`src/rtl/div_seq.sv`:
```
// Sequential 32-bit restoring divider. It takes 33 cycles per operation and returns {remainder, quotient}.
// Define DIV_SIGNED_EN to honour signed_div_i. When it is undefined, every operation is unsigned.
module div_seq (
  input  logic        Clk,
  input  logic        Rst_n,
  input  logic        signed_div_i,
  input  logic [31:0] opdata1_i,
  input  logic [31:0] opdata2_i,
  input  logic        start_i,
  input  logic        annul_i,
  output logic [63:0] result_o,
  output logic        ready_o
);

  localparam int DATA_W = 32;

  typedef enum logic [1:0] {IDLE, BYZERO, ON, END} state_t;

  state_t                state;
  state_t                state_nxt;
  logic [5:0]            cnt;
  logic [5:0]            cnt_nxt;
  logic [2*DATA_W:0]     work;
  logic [2*DATA_W:0]     work_nxt;
  logic [2*DATA_W:0]     shifted;
  logic [DATA_W:0]       trial;
  logic [DATA_W-1:0]     divisor;
  logic [DATA_W-1:0]     dividend_mag;
  logic [DATA_W-1:0]     divisor_mag;
  logic [DATA_W-1:0]     quo_fix;
  logic [DATA_W-1:0]     rem_fix;
  logic [2*DATA_W-1:0]   result_nxt;
  logic                  ready_nxt;
  logic                  accept;
  logic                  load_ops;

  assign accept   = start_i && !annul_i;
  assign load_ops = (state == IDLE) && accept && (opdata2_i != '0);

`ifdef DIV_SIGNED_EN
  logic signed [DATA_W-1:0] op1_s;
  logic signed [DATA_W-1:0] op2_s;
  logic                     op1_neg;
  logic                     op2_neg;
  logic                     neg_q;
  logic                     neg_r;

  function automatic logic [DATA_W-1:0] negate(input logic [DATA_W-1:0] v);
    return ~v + 1'b1;
  endfunction

  assign op1_s        = opdata1_i;
  assign op2_s        = opdata2_i;
  assign op1_neg      = signed_div_i && (op1_s < 0);
  assign op2_neg      = signed_div_i && (op2_s < 0);
  assign dividend_mag = op1_neg ? negate(opdata1_i) : opdata1_i;
  assign divisor_mag  = op2_neg ? negate(opdata2_i) : opdata2_i;

  // The quotient is negative when the operand signs differ. The remainder takes the dividend's sign.
  always_ff @(posedge Clk) begin
    if (load_ops) begin
      neg_q <= op1_neg ^ op2_neg;
      neg_r <= op1_neg;
    end
  end

  assign quo_fix = neg_q ? negate(work[DATA_W-1:0]) : work[DATA_W-1:0];
  assign rem_fix = neg_r ? negate(work[2*DATA_W-1:DATA_W]) : work[2*DATA_W-1:DATA_W];
`else
  logic unused_sign;

  assign unused_sign  = signed_div_i;
  assign dividend_mag = opdata1_i;
  assign divisor_mag  = opdata2_i;
  assign quo_fix      = work[DATA_W-1:0];
  assign rem_fix      = work[2*DATA_W-1:DATA_W];
`endif

  always_ff @(posedge Clk) begin
    if (load_ops) divisor <= divisor_mag;
  end

  // Each step shifts the remainder/dividend pair left by one bit. It then tries to subtract the divisor from the top half.
  assign shifted = work << 1;
  assign trial   = shifted[2*DATA_W:DATA_W] - {1'b0, divisor};

  always_ff @(posedge Clk or negedge Rst_n) begin
    if (!Rst_n) begin
      state    <= IDLE;
      cnt      <= '0;
      work     <= '0;
      result_o <= '0;
      ready_o  <= 1'b0;
    end else begin
      state    <= state_nxt;
      cnt      <= cnt_nxt;
      work     <= work_nxt;
      result_o <= result_nxt;
      ready_o  <= ready_nxt;
    end
  end

  always_comb begin
    state_nxt = state;
    unique case (state)
      IDLE:    if (accept) state_nxt = (opdata2_i == '0) ? BYZERO : ON;
      BYZERO:  state_nxt = END;
      ON: begin
        if (annul_i)             state_nxt = IDLE;
        else if (cnt == 6'd32)   state_nxt = END;
      end
      END:     if (!start_i) state_nxt = IDLE;
      default: state_nxt = IDLE;
    endcase
  end

  always_comb begin
    cnt_nxt    = cnt;
    work_nxt   = work;
    result_nxt = result_o;
    ready_nxt  = ready_o;
    unique case (state)
      IDLE: begin
        result_nxt = '0;
        ready_nxt  = 1'b0;
        if (load_ops) begin
          cnt_nxt  = '0;
          work_nxt = {{(DATA_W+1){1'b0}}, dividend_mag};
        end
      end
      BYZERO: begin
        result_nxt = '0;
        ready_nxt  = 1'b1;
      end
      ON: begin
        if (annul_i) begin
          cnt_nxt    = '0;
          work_nxt   = '0;
          result_nxt = '0;
          ready_nxt  = 1'b0;
        end else if (cnt != 6'd32) begin
          if (!trial[DATA_W]) work_nxt = {trial, shifted[DATA_W-1:1], 1'b1};
          else                work_nxt = shifted;
          cnt_nxt = cnt + 6'd1;
        end else begin
          result_nxt = {rem_fix, quo_fix};
          ready_nxt  = 1'b1;
        end
      end
      END: begin
        if (!start_i) begin
          result_nxt = '0;
          ready_nxt  = 1'b0;
        end
      end
      default: begin
        result_nxt = '0;
        ready_nxt  = 1'b0;
      end
    endcase
  end

endmodule

```
`config.mk`:
```
export PLATFORM = sky130hd
export DESIGN_NAME = div_seq
export DESIGN_NICKNAME = d
export VERILOG_FILES = /design/src/rtl/div_seq.sv
export SDC_FILE = /design/constraint.sdc
export NUM_CORES = 1
export LEC_CHECK = 0
export BUFFER_PORTS_ARGS = -buffer_cell sky130_fd_sc_hd__clkbuf_2
export CORE_MARGIN = 2
export CORE_UTILIZATION = 40
export DETAILED_ROUTE_END_ITERATION = 7
export GPL_TIMING_DRIVEN = 0
export PLACE_DENSITY = 0.7
export SLEW_MARGIN = 10
export SYNTH_ARGS = -nofsm -noshare
export SYNTH_HDL_FRONTEND = slang
export SYNTH_SLANG_ARGS = --single-unit
```
`constraint.sdc`:
```
create_clock -name Clk -period 4.9 [get_ports Clk]
set_clock_uncertainty 0.2 [all_clocks]
set_input_delay 0.49 -clock Clk [delete_from_list [all_inputs] [get_ports Clk]]
set_output_delay 0.49 -clock Clk [all_outputs]
set_load 0.02 [all_outputs]
```
==> results.sh <==
export IMPL_status="finished clean"
export IMPL_post_dp_cell_area_mm2=0.00964
export IMPL_cp_cell_sequence="inv_1, ha_1, inv_1, fa_1, a211oi_1, o21ai_0, and3_1, o21a_1, o21a_1, o211ai_4, buf_4, mux2i_1, o22ai_1"
export IMPL_arrival_ns=3.69
export IMPL_crit_path_start="work[31]"
export IMPL_start_util=0.408
export IMPL_port_buffer_count=132
export IMPL_synth_cell_types=55
export IMPL_drive_above_1_share=0.172
export IMPL_antenna_found_initial=0
export IMPL_syn_area_mm2=0.00860
export IMPL_vias_per_cell=5.36
export IMPL_async_reset_ff_frac=0.811
export IMPL_ir_worst_vdd_mv=0.264
export IMPL_hold_class="input port to flip-flop"
export IMPL_area_growth_pct=19.1
export IMPL_cp_max_fo=10
export IMPL_yosys_warnings=0
export IMPL_intPower_uw=2920
export IMPL_comb_power_share=0.318
export IMPL_core_mm2=0.0211
export IMPL_dr_total_vias=7031
export IMPL_tightest_slew_ns=0.833
export IMPL_switching_share=0.391
export IMPL_cts_tree="done"
export IMPL_yosysSeqAreaShare=0.510
export IMPL_rows=53
export IMPL_r2r_start="work[31]"
export IMPL_finish_instance_area_mm2=0.0102
export IMPL_die_width_um=151
export IMPL_gp_congestion=0.887
export IMPL_crit_slowest_cell="fa_1"
export IMPL_fin_ws_ns=1.30
export IMPL_synth_flop_cell="dfrtp_1"
export IMPL_rrSetupSlack_ns=1.30
export IMPL_yosys_top_cells_count="dfrtp_1, nand2_1, nor2_1"
export IMPL_layout_nets=1132
export IMPL_clk_pin_slew_ns=0.07
export IMPL_synth_top_area_frac=0.399
export IMPL_ctsLongestPathBuffers=2
export IMPL_clkPwrFrac=0.279
export IMPL_slowest_delay_ns=0.42
export IMPL_grt_util_all_layers=0.194
export IMPL_rr_endpoint="work[53]"
export IMPL_grt_max_degree=70
export IMPL_cts_buffers=17
export IMPL_cts_hold_buf=1
export IMPL_rsz0062_at_grt="false"
export IMPL_clk_latency_ns=0.43
export IMPL_finalHoldViolations=0
export IMPL_place_inst=1278
export IMPL_yosysMostFrequentCell="dfrtp_1"
export IMPL_worstSetupStartpointType="flip-flop"
export IMPL_setup_violations=0
export IMPL_synthCells=870
export IMPL_multi_input_area_mm2=0.00382
export IMPL_first_iter_violations=312
export IMPL_wire_per_inst_um=16.4
export IMPL_critPathBufInv=3
export IMPL_min_period_ns=3.60
export IMPL_drv_cap=0
export IMPL_htree_levels=4
export IMPL_dieArea_mm2=0.0227
export IMPL_io_pins=134
export IMPL_report_final_slew_viol_count=0
export IMPL_crit_path_end_kind="flip-flop"
export IMPL_seq_area_mm2=0.00439
export IMPL_slew_headroom=0.439
export IMPL_die_h_um=151
export IMPL_grt_pass1_vias=6713
export IMPL_hpwl_um=16000
export IMPL_drt_wl_total_um=21500
export IMPL_ant_nets=0
export IMPL_final_cells=1311
export IMPL_clock_sinks=169
export IMPL_grt_pass1_wl_um=34400
export IMPL_grt_overflow=0
export IMPL_path_delay_family="compound AO/OA/AOI/OAI gates"
export IMPL_pre_cts_ws_ns=1.34
export IMPL_crit_type="flip-flop to flip-flop"
export IMPL_p_sw_uw=1870
export IMPL_syn_nets=979
export IMPL_fmax_mhz=277
export IMPL_pwr_density_cell_mw_per_mm2=468
export IMPL_fill_cells=2017
export IMPL_synth_edf_count=32
export IMPL_cts_resized=0
export IMPL_synth_top_area_cell="dfrtp_1"
export IMPL_fin_crit_sh=0.736
export IMPL_crit_required_ns=4.98
export IMPL_drc=0
export IMPL_crit_path_end="work[53]"
export IMPL_critical_path_depth=13
export IMPL_synth_seq_cells=169
export IMPL_syn_area_per_cell_um2=9.88
export IMPL_seq_power_share=0.402
export IMPL_drt_first_pass_iters=4
export IMPL_cts_root_buf="clkbuf_16"
export IMPL_synthTopCellsByArea="dfrtp_1, edfxtp_1, ha_1"
export IMPL_cts_setup_buffers=0
export IMPL_p_total_uw=4790
export IMPL_worst_r2r_path_depth=13
export IMPL_p_leak_uw=0.00472
export IMPL_fin_tns_setup_ns=0
export IMPL_antennaDiodeCount=0
cell usage in the layout (no fill, tap or decap), types with 10 or more instances in the layout:
master,n
dfrtp_1,137
xnor2_1,22
a22o_1,38
clkbuf_16,17
clkbuf_1,36
a21o_1,10
inv_1,51
mux2i_1,16
nand3_1,10
a221oi_1,33
o21ai_0,66
a21oi_1,32
xor2_1,10
nor2_1,89
clkbuf_2,131
ha_1,39
nand2_1,121
edfxtp_1,32
registers in the layout, indices dropped and copies added (netlist names):
register	cells
cnt	6
divisor	32
ready_o	1
result_o	64
state	2
work	64
power groups by stage:
| stage | Clock [uW] | Combinational, uW | Sequential [uW] |
|---|---|---|---|
| finish | 1340 | 1520 | 1930 |
| global route | 1420 | 1720 | 1960 |
| CTS | 1360 | 1530 | 1930 |
| detailed placement | 0 | 1520 | 1960 |
| global placement | 0 | 1480 | 1940 |
| floorplan | 0 | 951 | 2010 |
cells by family (layout without fill, tap and decap cells):
group,Yosys count,in the layout,share of synthesized area
AND/OR/NAND/NOR,265,265,0.130
AO/OA/AOI/OAI,250,250,0.203
flip-flops,169,169,0.510
buffers and inverters,97,263,0.0447
adder cells (fa/ha/maj),40,40,0.0591
XOR/XNOR,32,32,0.0326
multiplexers,17,17,0.0199
worst min-delay path by stage:
stage	from	endpoint	slack, ns	cells after the start
after floorplan	Rst_n	cnt[0]	-0.006	0
after global placement	result_o[16]	result_o[16]	0.26	2
after detailed placement	result_o[26]	result_o[26]	0.27	2
after CTS	opdata2_i[19]	divisor[19]	0.03	1
after global routing	opdata2_i[0]	divisor[0]	0.03	1
final	opdata2_i[19]	divisor[19]	0.05	1
per-layer routing:
metal  wire [um]  global-route usage  part of all wire
met1       10100               0.265              0.47
met2        9740               0.310              0.45
met3        1060              0.0358             0.049
met4         539              0.0687             0.025
met5           0                   0                 0
layout make-up:
class | count | share of cell area
plain buffers | 45 | 0.0185
clock buffers | 18 | 0.0429
clock inverters | 14 | 0.0147
inverters | 52 | 0.0191
multi-input cells | 604 | 0.374
flip-flops and latches | 169 | 0.429
well taps | 275 | 0.0336
repair buffers | 134 | 0.0690
per-stage QoR:
step	utilization	hold slack, ns
after floorplan	-	-0.00559
after global placement	0.455	0.263
after detailed placement	0.457	0.273
after CTS	0.486	0.0279
after global routing	0.486	0.0325
final	0.486	0.0491
(Power assumes the default switching activity.)
